`src/rtl/rtc_read_capture_pkg.sv`:
```
// Shared definitions for the RTC read path: FSM states, error codes and per-field BCD limits.
// The field limits are also meant for the display and write paths.
package rtc_read_capture_pkg;

   localparam int unsigned N_REGS = 6;

   typedef enum logic [1:0] {
      StIdle  = 2'd0,
      StReq   = 2'd1,
      StCheck = 2'd2,
      StDone  = 2'd3
   } state_t;

   typedef enum logic [1:0] {
      ErrNone    = 2'd0,
      ErrNibble  = 2'd1,
      ErrRange   = 2'd2,
      ErrTimeout = 2'd3
   } err_code_t;

   // Field order: seg, min, hora, dia, mes, anio.
   function automatic logic [7:0] field_min(input logic [2:0] fld);
      case (fld)
         3'd3, 3'd4: return 8'h01;
         default:    return 8'h00;
      endcase
   endfunction

   function automatic logic [7:0] field_max(input logic [2:0] fld);
      case (fld)
         3'd0, 3'd1: return 8'h59;
         3'd2:       return 8'h23;
         3'd3:       return 8'h31;
         3'd4:       return 8'h12;
         default:    return 8'h99;
      endcase
   endfunction

endpackage

```
`src/rtl/rtc_read_capture_bcd_range_check.sv`:
```
// Combinational validity check of one BCD byte against the limits of its field.
// Range compare is done on the raw byte, which is only meaningful once both nibbles are decimal.
module rtc_read_capture_bcd_range_check
   import rtc_read_capture_pkg::*;
(
   input  logic [7:0] data,
   input  logic [2:0] fld,
   output logic       nib_err,
   output logic       rng_err
);

   always_comb begin
      nib_err = (data[7:4] > 4'd9) || (data[3:0] > 4'd9);
      rng_err = (data < field_min(fld)) || (data > field_max(fld));
   end

endmodule

```
`src/rtl/rtc_read_capture.sv`:
```
// Burst reader for the six RTC time/date registers: handshakes each byte, validates it,
// and commits all fields atomically on success or flags an error and keeps the old values.
module rtc_read_capture
   import rtc_read_capture_pkg::*;
#(
   parameter logic [5:0]  REF_BASE = 6'd16,
   parameter int unsigned TIMEOUT  = 255
) (
   input  logic       Clock,
   input  logic       Reset,
   input  logic       Start,
   input  logic [7:0] Dato_in,
   input  logic       Dato_valid,
   output logic [5:0] Ref,
   output logic       Rd_req,
   output logic       Busy,
   output logic       Done,
   output logic       Err,
   output logic [1:0] Err_code,
   output logic [7:0] Seg,
   output logic [7:0] Min,
   output logic [7:0] Hora,
   output logic [7:0] Dia,
   output logic [7:0] Mes,
   output logic [7:0] Anio
);

   localparam int unsigned TW = $clog2(TIMEOUT + 1);

   state_t        state;
   logic [2:0]    idx;
   logic [TW-1:0] tcount;
   logic [7:0]    shadow_byte;
   // Last field is committed straight from shadow_byte, so the bank holds only the first five.
   logic [7:0]    bank [N_REGS-1];
   logic          nib_err;
   logic          rng_err;

   rtc_read_capture_bcd_range_check u_check (
      .data    (shadow_byte),
      .fld     (idx),
      .nib_err (nib_err),
      .rng_err (rng_err)
   );

   always_ff @(posedge Clock or posedge Reset) begin
      if (Reset) begin
         state       <= StIdle;
         idx         <= '0;
         tcount      <= '0;
         shadow_byte <= 8'h00;
         for (int i = 0; i < N_REGS - 1; i++) bank[i] <= 8'h00;
         Ref         <= '0;
         Rd_req      <= 1'b0;
         Busy        <= 1'b0;
         Done        <= 1'b0;
         Err         <= 1'b0;
         Err_code    <= ErrNone;
         Seg         <= 8'h00;
         Min         <= 8'h00;
         Hora        <= 8'h00;
         Dia         <= 8'h01;
         Mes         <= 8'h01;
         Anio        <= 8'h00;
      end else begin
         case (state)
            StIdle: begin
               if (Start) begin
                  state    <= StReq;
                  idx      <= '0;
                  tcount   <= '0;
                  Err      <= 1'b0;
                  Err_code <= ErrNone;
                  Busy     <= 1'b1;
                  Rd_req   <= 1'b1;
                  Ref      <= REF_BASE;
               end
            end

            StReq: begin
               // A capture on the final timeout cycle takes priority over the timeout.
               if (Dato_valid) begin
                  shadow_byte <= Dato_in;
                  Rd_req      <= 1'b0;
                  state       <= StCheck;
               end else if (tcount == TW'(TIMEOUT - 1)) begin
                  Err      <= 1'b1;
                  Err_code <= ErrTimeout;
                  Rd_req   <= 1'b0;
                  Ref      <= '0;
                  Done     <= 1'b1;
                  state    <= StDone;
               end else begin
                  tcount <= tcount + 1'b1;
               end
            end

            StCheck: begin
               if (nib_err || rng_err) begin
                  Err      <= 1'b1;
                  Err_code <= nib_err ? ErrNibble : ErrRange;
                  Ref      <= '0;
                  Done     <= 1'b1;
                  state    <= StDone;
               end else if (idx == 3'(N_REGS - 1)) begin
                  Seg   <= bank[0];
                  Min   <= bank[1];
                  Hora  <= bank[2];
                  Dia   <= bank[3];
                  Mes   <= bank[4];
                  Anio  <= shadow_byte;
                  Ref   <= '0;
                  Done  <= 1'b1;
                  state <= StDone;
               end else begin
                  bank[idx] <= shadow_byte;
                  idx       <= idx + 3'd1;
                  tcount    <= '0;
                  Ref       <= REF_BASE + {3'b000, idx} + 6'd1;
                  Rd_req    <= 1'b1;
                  state     <= StReq;
               end
            end

            StDone: begin
               Done  <= 1'b0;
               Busy  <= 1'b0;
               state <= StIdle;
            end

            default: state <= StIdle;
         endcase
      end
   end

endmodule

```
`config.mk`:
```
export PLATFORM = sky130hd
export DESIGN_NAME = rtc_read_capture
export DESIGN_NICKNAME = d
export VERILOG_FILES = /design/src/rtl/rtc_read_capture_pkg.sv /design/src/rtl/rtc_read_capture_bcd_range_check.sv /design/src/rtl/rtc_read_capture.sv
export SDC_FILE = /design/constraint.sdc
export NUM_CORES = 1
export LEC_CHECK = 0
export CAP_MARGIN = 10
export CORE_MARGIN = 2
export CORE_UTILIZATION = 25
export DETAILED_ROUTE_END_ITERATION = 12
export GPL_ROUTABILITY_DRIVEN = 0
export HOLD_SLACK_MARGIN = 0.15
export PLACE_DENSITY_LB_ADDON = 0.1
export SLEW_MARGIN = 20
export SYNTH_ARGS = -nofsm -noshare
export SYNTH_HDL_FRONTEND = slang
export SYNTH_SLANG_ARGS = --single-unit
```
`constraint.sdc`:
```
create_clock -name Clock -period 7.5 [get_ports Clock]
set_clock_uncertainty 0.2 [all_clocks]
set_input_delay 1.125 -clock Clock [delete_from_list [all_inputs] [get_ports Clock]]
set_output_delay 1.125 -clock Clock [all_outputs]
set_load 0.02 [all_outputs]
```
# Yosys cells after proc, flatten, opt, wreduce, memory -nomap -nowiden
# Cells that the tools add are included.
# classes
n_lt_le_gt_ge,6
n_bitwise,3
mux,47
n_addsub,4
reduce_logical,23
eq_ne,18
# op_table
cell,n
8-bit two-way mux,6
40-bit bitwise mux,1
8-bit one-hot mux with 4 select lines,1
6-bit two-way mux,5
8-bit demux with 3-bit select,1
8-bit one-hot mux with 3 select lines,1
2-bit two-way mux,9
6-bit one-hot mux with 3 select lines,1
2-bit inequality test (second input constant),7
1-bit two-way mux,12
4-bit AND reduction,3
5-bit AND reduction,2
3-bit two-way mux,3
1-bit one-hot mux with 3 select lines,3
8-bit by 1-bit adder with 8-bit output (second input constant),1
8-bit equality test (second input constant),1
4-bit greater-than comparator (second input constant),2
8-bit greater-than comparator,1
8-bit by 1-bit < comparator with 1-bit output,1
2-bit one-hot mux with 4 select lines,1
5-bit by 3-bit adder with 6-bit output (first input constant),1
6-bit by 1-bit adder with 6-bit output (second input constant),1
3-bit by 2-bit equality test with 1-bit output (second input constant),2
3-bit equality test (second input constant),2
other kinds (22),33
# word_totals
in_bits,12
regBits,121
output_inout_bits,60
word_cells,122

# Depth between registers and ports, before layout
# logic_depth
word_depth,8
mapped_depth,17
depth_no_buf,14

# Hierarchy
# From an unflattened synthesis, not the netlist that was laid out.
# hier_totals
hier_cells,400
area_unflattened_um2,5305.1
# by_module_without_submodules
module,area_each_um2,seq_area_each_um2,n_inst,cells_each
rtc_read_capture,5049.8,3005.4,1,366
rtc_read_capture_bcd_range_check,255.2,0.0,1,34

# Least setup slack after synthesis
# OpenSTA, ideal clock, no wires.
# synth_path
kind,flip-flop to flip-flop
start,reg idx[0]
end,reg Anio[7]
t_arrival_ns,3.545
slack_ns,3.631
path_stages_with_launch,16
required_time_ns,7.175
n_path_buf,3
cell_sequence,dfrtp_1 clkbuf_1 inv_1 ha_1 o21ai_0 o21ai_0 or3_1 ha_1 nand4b_1 o221a_2 a21oi_4 nand2_2 nor2_1 buf_4 buf_4 mux2_2
# synth_via
elab_chain_cells,8
# synth_lines
item,line,rtl
start: declaration,rtc_read_capture.sv:31,logic [2:0] idx;
start signal: assignment,rtc_read_capture.sv:117,idx <= idx + 3'd1;
"3-bit by 1-bit equality test with 1-bit output, or another cell as far along",rtc_read_capture_pkg.sv:30,case (fld)
2-bit OR reduction (on tied branches),"rtc_read_capture_pkg.sv:30, rtc_read_capture_pkg.sv:23",
8-bit one-hot mux with 4 select lines or 1-bit two-way mux (tied branches),"rtc_read_capture_pkg.sv:30, rtc_read_capture_pkg.sv:23",
8-bit greater-than comparator or 8-bit by 1-bit < comparator with 1-bit output (tied branches),rtc_read_capture_bcd_range_check.sv:14,rng_err = (data < field_min(fld)) || (data > field_max(fld));
1-bit logical OR,rtc_read_capture_bcd_range_check.sv:14,
1-bit logical OR,rtc_read_capture.sv:99,if (nib_err || rng_err) begin
1-bit inverter (no source line),-,
3-bit AND reduction (no source line) (*),-,
end signal: assignment,rtc_read_capture.sv:111,Anio <= shadow_byte;
end: declaration,rtc_read_capture.sv:25,output logic [7:0] Anio
# Every way passes the cells marked *; elsewhere a longest branch is shown, timed or not.
# A chain may end at the register's enable or synchronous reset.

# Worst setup path after layout
# layout_path
start,reg idx[0]
end,reg Dia[5]
# layout_via
elab_chain_cells,8
# layout_lines
item,line,rtl
"3-bit by 1-bit equality test with 1-bit output, or another cell as far along",rtc_read_capture_pkg.sv:30,
2-bit OR reduction (on tied branches),"rtc_read_capture_pkg.sv:30, rtc_read_capture_pkg.sv:23",
8-bit one-hot mux with 4 select lines or 1-bit two-way mux (tied branches),"rtc_read_capture_pkg.sv:30, rtc_read_capture_pkg.sv:23",
8-bit greater-than comparator or 8-bit by 1-bit < comparator with 1-bit output (tied branches),rtc_read_capture_bcd_range_check.sv:14,
1-bit logical OR,rtc_read_capture_bcd_range_check.sv:14,
1-bit logical OR,rtc_read_capture.sv:99,
1-bit inverter (no source line),-,
3-bit AND reduction (no source line) (*),-,
end signal: assignment,rtc_read_capture.sv:109,Dia <= bank[3];
end: declaration,rtc_read_capture.sv:23,"output logic [7:0] Dia,"
# Marks and branches as above.

==> results.yml <==
critical_path:
  arrival_ns: 4.81
  crit_slowest_cell: "nor2_4"
  cp-end-kind: "flop"
  start_kind: "flop"
  cp.required_ns: 7.59
  worst-path-max-fanout: 25
  crit_type: "flop to flop"
  slowest_delay_ns: 0.63
  path_cells: "inv_1 > ha_1 > o21ai_0 > o21ai_0 > or3_1 > ha_1 > nand4b_1 > o221a_2 > a21oi_4 > nand2_2 > nor2_4 > buf_4 > mux2_2"
logic_synthesis:
  yosys_register_bits: 120
  yosysWarnings: 0
  synth_nets: 435
  avgSynthCellArea_sq_um: 13.1
  synth-edff-count: 0
  syn_area_sq_mm: 0.00533
  synth_async_sr_flop_share_pct: 100
  synth_cell_type_count: 49
  ys.flop_type: "dfrtp_1"
  yosysSeqAreaShare_pct: 56.4
  synth_cells: 406
sta:
  setup_viol: 0
  fin_tns_setup_ns: 0
  rsz0062_at_grt: "no"
  slew_violations: 0
  tightest_slew_ns: 0.891
  hold_viol: 0
  fin_crit_sh_pct: 63.0
  slew_headroom_pct: 40.6
  max_freq_mhz: 212
  period_needed_ns: 4.73
cells_and_area:
  diodes: 0
  synthToLayoutAreaGrowth_pct: 29.6
  final_nets: 509
  drive_gt1_share_pct: 28.9
routing:
  drtAntennaViolNets: 0
  drt-initial-drc-count: 166
  vias_per_cell: 4.44
  wl_microns: 12500
  routedWlPerCell_microns: 16.3
  drcViolationCount: 0
  dr.pass1.iters: 4
  vias: 3407
floorplanning:
  die_w_microns: 150
  rows: 53
  start_util_pct: 25.4
  ios: 72
  die_height_microns: 150
  dieArea_sq_mm: 0.0225
  core_sq_mm: 0.0210
global_routing:
  first_global_vias: 3482
  antenna_found_initial: 0
  grtUsageTotal_pct: 11.9
  grt_pass1_wl_microns: 20000
  grt_overflow: 0
  grt_start_max_net_pins: 72
clock_network:
  htree_levels: 4
  cts_tree: "built"
  numCtsBuffers: 17
  cts_setup_buffers: 0
  cts.repair.resized: 0
  cts-root-buf: "clkbuf_16"
  clkTransAtPathRegs_ns: 0.06
  cts_buffer_depth: 2
  holdBufCountCts: 0
  cts.sinks: 120
  clk_latency_ns: 0.42
power:
  power_density_mw_per_mm2: 355
  ir_drop_mv: 0.143
  p_leak_nw: 3.09
  total_power_mw: 2.46
placed_design:
  io_buffer_count: 70
  dp_hpwl_microns: 8330
flow_run:
  drv_cap: 0
hold_path:
  hold_path_class: "flop to flop"
status:
  outcome: "complete, no violations"
-- flip-flops by register name (all words and copies together) (netlist names) --
signal       cells
Rd_req           1
Err              1
bank            40
Done             1
Busy             1
shadow_byte      8
tcount           8
Err_code         2
Min              8
Anio             8
state            2
idx              3
Seg              8
Ref              5
Hora             8
Mes              8
Dia              8
-- cells by family (layout without fill, tap and decap cells) --
group,after synthesis,in the layout,share of synthesized area [%]
DFF,120,120,56.4
muxes,100,100,21.2
and+or+nand+nor,87,87,9.81
AOI/OAI and AO/OA,49,49,5.87
buffers and inverters,32,118,2.75
adders and majority gates,17,17,3.99
other,1,1,0.0703
-- layout by cell type (no fill, tap or decap), types with 2 or more instances in the layout --
| cell type | netlist | layout |
|---|---|---|
| nand2b_1 | 4 | 4 |
| nand3_1 | 16 | 16 |
| nor3_4 | 3 | 3 |
| o31ai_1 | 3 | 3 |
| mux2_2 | 97 | 97 |
| dfrtp_1 | 118 | 118 |
| buf_4 | 4 | 3 |
| o211ai_1 | 3 | 3 |
| clkinv_4 | 0 | 2 |
| a21oi_1 | 11 | 11 |
| nor4_1 | 3 | 3 |
| or4b_1 | 4 | 4 |
| nand2_1 | 23 | 23 |
| and3_1 | 3 | 3 |
| bufinv_16 | 0 | 3 |
| clkdlybuf4s50_1 | 0 | 70 |
| dfstp_2 | 2 | 2 |
| o21ai_0 | 17 | 17 |
| nor2_1 | 10 | 9 |
| a31oi_1 | 4 | 4 |
| nor2b_1 | 6 | 6 |
| clkbuf_16 | 0 | 17 |
| nand4_1 | 4 | 4 |
| inv_1 | 14 | 13 |
| clkbuf_1 | 10 | 3 |
| ha_1 | 17 | 17 |
| clkinvlp_4 | 0 | 4 |
| a22o_1 | 2 | 2 |
-- path summary, 6_finish.rpt --
kind | startpoint | endpoint | slack (ns) | cells after the start
worst max-delay path | idx[0] | Dia[5] | 2.77 | 13
worst min-delay path | Ref[4] | Ref[4] | 0.28 | 1
worst max register to register | idx[0] | Dia[5] | 2.77 | 13
worst min register to register | Ref[4] | Ref[4] | 0.28 | 1
max in group asynchronous | Reset | Done | 4.84 | 3
min in group asynchronous | Reset | Anio[0] | 1.05 | 2
-- synthesized netlist by cell type (6+ instances only) --
master    number  share of area [%]
nor2b_1        6               0.70
a21oi_1       11                1.0
nand3_1       16                1.5
nor2_1        10               0.70
nand2_1       23                1.6
clkbuf_1      10               0.70
dfrtp_1      118                 55
o21ai_0       17                1.6
inv_1         14               0.99
ha_1          17                4.0
mux2_2        97                 20
-- worst max-delay path: cells and delay by family (launching register included) --
family / cells / cell delay [ns]
AND/OR/NAND/NOR: 4 / 1.22
adder cells (fa/ha/maj): 2 / 0.59
multiplexers: 1 / 0.38
buffers and inverters: 2 / 0.67
flip-flops: 1 / 0.57
AO/OA/AOI/OAI: 4 / 0.95
-- area by class of cell --
class / count / area [sq um]
Tap cell: 275 / 344
Sequential cell: 120 / 3010
Fill cell: 2136 / 14000
Clock buffer: 21 / 450
Timing Repair Buffer: 73 / 723
Multi-Input combinational cell: 254 / 2190
Clock inverter: 10 / 146
Inverter: 14 / 55.1
-- report_power, final --
part | switching (mW) | leakage, nW | internal [mW]
registers | 0.167 | 1.61 | 0.785
clock network | 0.298 | 0.276 | 0.531
logic | 0.370 | 1.20 | 0.307
-- through the flow --
step / std cells / worst slack [ns] / util (%) / hold WS [ns] / instance area (sq um)
2_1_floorplan: 406 / 2.99 / - / 0.260 / 5330
3_3_place_gp: 736 / 2.88 / 30.1 / 0.268 / 6320
3_5_place_dp: 736 / 2.77 / 30.1 / 0.269 / 6320
4_1_cts: 767 / 2.76 / 33.0 / 0.283 / 6910
5_1_grt: 767 / 2.45 / 33.0 / 0.305 / 6910
6_report: 767 / 2.77 / 33.0 / 0.278 / 6910
-- routing by layer --
metal	global-route usage, %	up-vias	share of wire (%)	wire (microns)
met5	0	-	0	0
met4	3.25	0	0.59	74
met3	4.18	6	4.3	541
met2	18.4	69	48	5970
met1	15.8	1725	47	5910
li1	-	1607	-	-
Power figures use the tool's default switching activity.
